File: src/rtl/writeback_pipe_buffer.sv
// Execute-to-writeback buffer: two-entry skid FIFO with valid/ready handshake,
// flush, qualified control outputs and a committed condition-flag register.
module writeback_pipe_buffer #(
    parameter int DATA_W = 64,
    parameter int ADDR_W = 5,
    parameter int FLAG_W = 4,
    parameter logic [FLAG_W-1:0] FLAG_RST = '0
) (
    input  logic              clk,
    input  logic              rst,
    input  logic              in_valid,
    output logic              in_ready,
    input  logic [DATA_W-1:0] nwrite_data,
    input  logic [ADDR_W-1:0] nwrite_addr,
    input  logic              nregwrite,
    input  logic              nbranch,
    input  logic              nsetflags,
    input  logic [FLAG_W-1:0] nflags,
    input  logic              flush,
    output logic              out_valid,
    input  logic              out_ready,
    output logic [DATA_W-1:0] write_data,
    output logic [ADDR_W-1:0] write_addr,
    output logic              regwrite,
    output logic              branch,
    output logic              setflags,
    output logic [FLAG_W-1:0] flags,
    output logic [FLAG_W-1:0] arch_flags,
    output logic [1:0]        occupancy
);

    typedef struct packed {
        logic [DATA_W-1:0] data;
        logic [ADDR_W-1:0] addr;
        logic              regwrite;
        logic              branch;
        logic              setflags;
        logic [FLAG_W-1:0] flags;
    } entry_t;

    entry_t head;
    entry_t skid;
    entry_t incoming;
    logic   head_valid;
    logic   skid_valid;
    logic   accept;
    logic   retire;

    assign incoming = '{
        data:     nwrite_data,
        addr:     nwrite_addr,
        regwrite: nregwrite,
        branch:   nbranch,
        setflags: nsetflags,
        flags:    nflags
    };

    // in_ready depends only on registered state, never on out_ready.
    assign in_ready  = !skid_valid;
    assign out_valid = head_valid;
    assign accept    = in_valid && in_ready;
    assign retire    = head_valid && out_ready;

    always_ff @(posedge clk) begin
        if (rst) begin
            head       <= '0;
            skid       <= '0;
            head_valid <= 1'b0;
            skid_valid <= 1'b0;
            arch_flags <= FLAG_RST;
        end else begin
            if (retire && head.setflags) begin
                arch_flags <= head.flags;
            end
            if (flush) begin
                head_valid <= 1'b0;
                skid_valid <= 1'b0;
            end else if (retire && !accept) begin
                if (skid_valid) begin
                    head <= skid;
                end
                head_valid <= skid_valid;
                skid_valid <= 1'b0;
            end else if (accept && !retire) begin
                if (!head_valid) begin
                    head       <= incoming;
                    head_valid <= 1'b1;
                end else begin
                    skid       <= incoming;
                    skid_valid <= 1'b1;
                end
            end else if (accept && retire) begin
                if (!skid_valid) begin
                    head <= incoming;
                end else begin
                    head <= skid;
                    skid <= incoming;
                end
                head_valid <= 1'b1;
            end
        end
    end

    assign write_data = head.data;
    assign write_addr = head.addr;
    assign flags      = head.flags;
    assign regwrite   = head.regwrite && head_valid;
    assign branch     = head.branch && head_valid;
    assign setflags   = head.setflags && head_valid;
    assign occupancy  = {1'b0, head_valid} + {1'b0, skid_valid};

endmodule

File: config.mk
export PLATFORM = sky130hd
export DESIGN_NAME = writeback_pipe_buffer
export DESIGN_NICKNAME = d
export VERILOG_FILES = /design/src/rtl/writeback_pipe_buffer.sv
export SDC_FILE = /design/constraint.sdc
export NUM_CORES = 1
export LEC_CHECK = 0
export BUFFER_PORTS_ARGS = -buffer_cell sky130_fd_sc_hd__buf_2
export CORE_UTILIZATION = 50
export CTS_CLUSTER_DIAMETER = 200
export DETAILED_ROUTE_END_ITERATION = 10
export GPL_ROUTABILITY_DRIVEN = 0
export MAX_ROUTING_LAYER = met4
export PLACE_DENSITY = 0.73
export SLEW_MARGIN = 40
export SYNTH_ARGS = -nofsm -noshare
export SYNTH_HDL_FRONTEND = slang
export SYNTH_SLANG_ARGS = --single-unit
export TNS_END_PERCENT = 5
File: constraint.sdc
create_clock -name clk -period 2.1 [get_ports clk]
set_clock_uncertainty 0.15 [all_clocks]
set_input_delay 0 -clock clk [delete_from_list [all_inputs] [get_ports clk]]
set_output_delay 0 -clock clk [all_outputs]
set_load 0.02 [all_outputs]
**Word level (Yosys, flattened, before mapping)**

Index checks and enable logic that the tools add are counted.

- Register bits after elaboration: 158
- Word-level logic and storage cells: 54

- $add $sub $neg: 1
- Muxes and demuxes: 13
- Reductions and logical operators: 20
- Equal/unequal tests: 3
- Bitwise logic cells: 2

Operators with widths:

| cell | number |
|---|---|
| 76-bit 2-to-1 mux | 10 |
| 1-bit logical AND | 9 |
| 5-bit AND reduction | 1 |
| 2-bit != test (second input constant) | 2 |
| 4-bit AND reduction | 1 |
| 2-bit nonzero test | 2 |
| 1-bit zero test | 3 |
| 1-bit 2-to-1 mux | 3 |
| 3-bit != test (second input constant) | 1 |
| 3-bit nonzero test | 1 |
| 3-bit OR reduction | 1 |
| 1-bit by 1-bit adder with 2-bit output | 1 |
| 1-bit NOT | 2 |
| 2-bit AND reduction | 1 |
| 2-bit OR reduction | 1 |

**Depth between registers and ports, before layout**

- Depth in word-level cells: 6
- Mapped depth: 6
- Mapped depth without buffers: 3

**Worst setup path after synthesis**

Ideal clock, no wire load.

- Kind: flip-flop to flip-flop
- Start: register head_valid, in the netlist out_valid
- End: register head (netlist bit flags[0])
- Period minus slack after synthesis: 1.843 ns
- Slack: 0.257 ns
- Data required time: 1.871 ns
- Cell stages (with the launch flop): 7
- Arrival: 1.614 ns
- Setup time: 0.079 ns
- Cells stage by stage: dfxtp_1 > buf_2 > nand2_1 > a2111o_1 > buf_2 > buf_6 > a22oi_1

- Word-level cells in the longest chain between the ends: 5
- Elaborated cells between the ends (all ways): 11
- Those cells by class: eq/ne: 2; mux: 2; reduce/logical: 7

RTL lines:

| element | line | RTL |
|---|---|---|
| start: declaration | 44 | `logic head_valid;` |
| start signal: assignment | 82 | `head_valid <= skid_valid;` |
| 1-bit logical AND | 62 | `assign retire = head_valid && out_ready;` |
| 1-bit zero test | 84 | `end else if (accept && !retire) begin` |
| 1-bit logical AND | 84 |  |
| 3-bit != test (no line), or another cell as far along | n/a |  |
| 4-bit AND reduction (no line) / 76-bit 2-to-1 mux (equally long branches) | n/a |  |
| end signal: assignment | 80 | `head <= skid;` |
| end signal: assignment | 86 | `head <= incoming;` |
| end signal: assignment | 94 | `head <= incoming;` |
| end: declaration | 41 | `entry_t head;` |

Parallel ways exist; a longest one is shown, timed or not.
A chain may end at the register's enable or synchronous reset.

**Final worst setup path**

- Start: register head_valid, in the netlist out_valid
- End: register skid[45] (netlist bit)

- Word-level cells in the longest chain between the ends: 5
- Elaborated cells between the ends (all ways): 11
- Those cells by class: eq/ne: 1; mux: 1; bitwise: 1; reduce/logical: 8

RTL lines:

| element | line | RTL |
|---|---|---|
| 1-bit logical AND | 62 |  |
| 1-bit zero test | 84 |  |
| 1-bit logical AND | 84 |  |
| 2-bit != test (no line) / 2-bit nonzero test (equally long branches) | n/a |  |
| 5-bit AND reduction (no line) | n/a |  |
| end signal: assignment | 89 | `skid <= incoming;` |
| end signal: assignment | 97 | `skid <= incoming;` |
| end: declaration | 42 | `entry_t skid;` |

Parallel ways exist; a longest one is shown, timed or not.

==> results.txt <==
- The run finished with clean final reports.
- First-pass iteration count of the detailed router: 6
- Leakage power total: 0.00413 uW
- Counting cells, the worst reg-to-reg path comes to 4.
* Fin Setup TNS: 0 ns
- Area enclosed by the die boundary: 0.0167 sq mm
* Max Transition Viols Final: 0
* Number of library cell types mapped by synthesis: 25
- Number of setup buffers added after CTS: 0
- Clock group share of total power: 0.409
* Tot GR Track Use: 0.264
- Among all stages on the critical path, the largest delay is contributed by dfxtp_1.
- Worst Setup End Kind: register
- Type of the tightest min-delay check: in2reg
- 0 antenna diodes ended up in the layout.
* Critical path startpoint category: register
- Routed wire length per instance: 17.3 um
* Wire length of the first global-routing pass: 33700 um
* Clock period minus final worst setup slack: 1.83 ns
- Of the total power, the share spent switching nets is 0.267.
* Max-cap violations: 0
- The library cell used most frequently in the layout, excluding fill and tap cells, is nand2b_1.
* Clock latency of the later-clocked register in the worst-skew pair: 0.43 ns
- Post-Synthesis Net Count: 966
* Worst Hold Path Cells: 3
- The final layout contains 1082 nets.
* Delay contributed by the slowest stage of the critical path: 0.46 ns
* Core area: 0.0159 sq mm
- The wire-length estimate of the detail-placed layout is 11500 um.
- Required time worst endpoint: 2.30 ns
* Hold endpoint: arch_flags[2]
- Relative to the synthesized area, the layout overhead comes to 21.8%.
- Worst-path cell chain: nor2b_4, nor3b_4, buf_12, mux2i_1
- The routed layout has 6919 vias.
* Syn Inst Count: 884
- The worst-case IR drop observed on VDD is 0.677 mV.
* Slew at the pin closest to its max-slew limit: 0.715 ns
- The mapped netlist covers 0.00812 sq mm.
* Source of the worst register-to-register timing path: out_valid
* Resized Gates After CTS: 0
* ANT nets after route: 0
* Starting Density: 0.511
* Clock slew at reported path FFs: 0.06 ns
* Via count of the first global-routing pass: 6644
- TritonCTS built the clock tree.
- Cell internal power was estimated by the tool at 5280 uW.
* Proportion of layout cells with a drive suffix above 1: 0.221
- Post-synthesis average cell area: 9.18 sq um
- Hold Startpoint: rst
- Buffers inserted during clock tree synthesis total 17.
- In the layout the commonest cells are nand2b_1, buf_2, dfxtp_1.
- Synthesized flop and latch total: 158
- In this run the worst path has a maximum fanout of 39.
- The die is 129 um tall.
* Power spent charging and discharging nets: 1920 uW
- In the routed design, unresolved DRC markers number 0.
- In this run the core area contains 46 standard-cell rows.
- Count of buffers inserted at the top-level ports: 164
- Once placement finished, the instance area stood at 0.00854 sq mm.
- Sequential power share: 0.445
- Yosys warning count: 0
* Critical path class: reg2reg
* Period utilization: 0.872
* Sequential element share of the synthesized area: 0.390
* DRC marker count from the first detailed-route iteration: 484
- Combinational fraction of design power: 0.146
- CTS root buffer: clkbuf_16
* Top-level I/O count: 165
* Number of hold-repair buffers added at the cts stage: 79
- For this run, the top clock speed supported by timing is 546 MHz.
- The clock passes through at most 2 buffers.
- After detailed routing, the total wire length is 21300 um.
- Maximum number of pins on one net before global-route repair: 235
- Worst max-slew margin expressed relative to the limit: 0.523
* Aggregate global routing overflow: 0
- Once layout is done, the placed cells without fillers occupy 0.00989 sq mm.
- For the worst setup path, the data arrival time is 2.03 ns.
- From left edge to right edge, the die measures 129 um.
* Setup repair after global routing missed its margin: no
* Final-report setup violation count: 0
- Across all register-to-register paths, the minimum setup slack is 0.27 ns.
- The final-report hold violation count came to 0.
* H-tree level count: 4
- In this run the power density over the cells is 728 mW/mm^2.
* Initial antenna violation count: 0
* Via count normalized by instance count: 5.63
* CTS Sinks: 158
* Worst reg2reg endpoint: skid[45]
-- layer usage --
| metal | vias to the layer above | routed length (um) | GRT usage | share of wire |
|---|---|---|---|---|
| li1 | 3315 | - | - | - |
| met1 | 3328 | 9430 | 0.328 | 0.44 |
| met2 | 236 | 10300 | 0.427 | 0.48 |
| met3 | 40 | 1140 | 0.0491 | 0.054 |
| met4 | 0 | 435 | 0.0985 | 0.020 |
| met5 | - | 0 | - | 0 |
-- sequential cells by signal, indices dropped and copies added (netlist names) --
signal	cells
flags	4
skid	76
arch_flags	4
head	3
write_data	64
write_addr	5
out_valid	1
skid_valid	1
-- synthesized netlist by cell type --
library cell | count | area share
nand2b_1 | 230 | 0.18
dfxtp_1 | 158 | 0.39
mux2i_1 | 80 | 0.099
buf_4 | 78 | 0.072
a22oi_1 | 76 | 0.070
o211ai_1 | 76 | 0.070
o22ai_1 | 76 | 0.059
clkbuf_1 | 66 | 0.031
buf_2 | 11 | 0.0068
buf_1 | 8 | 0.0037
buf_6 | 4 | 0.0055
nor2_1 | 4 | 0.0018
and2_1 | 3 | 0.0023
inv_1 | 2 | 0.00093
nand3_1 | 2 | 0.0012
a2111o_1 | 1 | 0.0014
a2111oi_0 | 1 | 0.0011
a211oi_1 | 1 | 0.00093
a21oi_1 | 1 | 0.00062
ha_1 | 1 | 0.0015
nand2_1 | 1 | 0.00046
nand4bb_1 | 1 | 0.0014
nor2b_1 | 1 | 0.00077
nor3b_2 | 1 | 0.0015
o21ai_0 | 1 | 0.00062
-- per-stage QoR --
| step | instances | worst slack, ns | utilization | hold WS (ns) | total power [uW] |
|---|---|---|---|---|---|
| floorplan | 884 | 0.257 | - | -0.0313 | 4020 |
| global placement | 1118 | 0.350 | 0.538 | 0.125 | 4180 |
| detailed placement | 1118 | 0.297 | 0.538 | 0.131 | 4190 |
| CTS | 1229 | 0.275 | 0.623 | 0.0587 | 7240 |
| global route | 1229 | 0.176 | 0.623 | 0.0840 | 7490 |
| finish | 1229 | 0.269 | 0.623 | 0.0276 | 7200 |
-- how the worst max path moves through the flow --
stage                          from       end  slack [ns]
after floorplan           out_valid  flags[0]        0.26
after global placement    out_valid  skid[24]        0.35
after detailed placement  out_valid  skid[42]        0.30
after CTS                 out_valid  skid[45]        0.27
after global routing      out_valid  skid[32]        0.18
final                     out_valid  skid[45]        0.27
-- worst max-delay path: cells and delay by family (launching register included) --
kind                   cells  cell delay (ns)
AND/OR/NAND/NOR            2             0.55
multiplexers               1             0.24
flip-flops                 1             0.46
buffers and inverters      1             0.31
-- logic make-up (layout without fill, tap and decap cells) --
kind of cell / count (synthesis) / in the layout / synth area share
adders and majority gates: 1 / 1 / 0.00154
AOI/OAI and AO/OA: 233 / 233 / 0.204
muxes: 80 / 80 / 0.0986
and+or+nand+nor: 243 / 243 / 0.187
DFF: 158 / 158 / 0.390
buffers and inverters: 169 / 298 / 0.120
-- area by class of cell --
type / instances / area [sq um]
clock buffers: 18 / 439
clock inverters: 14 / 121
fillers: 1366 / 5990
inverters: 2 / 7.51
multi-input cells: 557 / 4040
flip-flops and latches: 158 / 3160
well taps: 216 / 270
repair buffers: 264 / 1850
-- power by group through the flow --
stage	combinational [uW]	sequential, uW	clock, uW
global placement	918	3270	0
detailed placement	923	3270	0
finish	1050	3200	2950
global route	1140	3220	3130
CTS	1040	3200	3000
floorplan	769	3250	0
No activity file was read; power rests on OpenSTA's default activity.
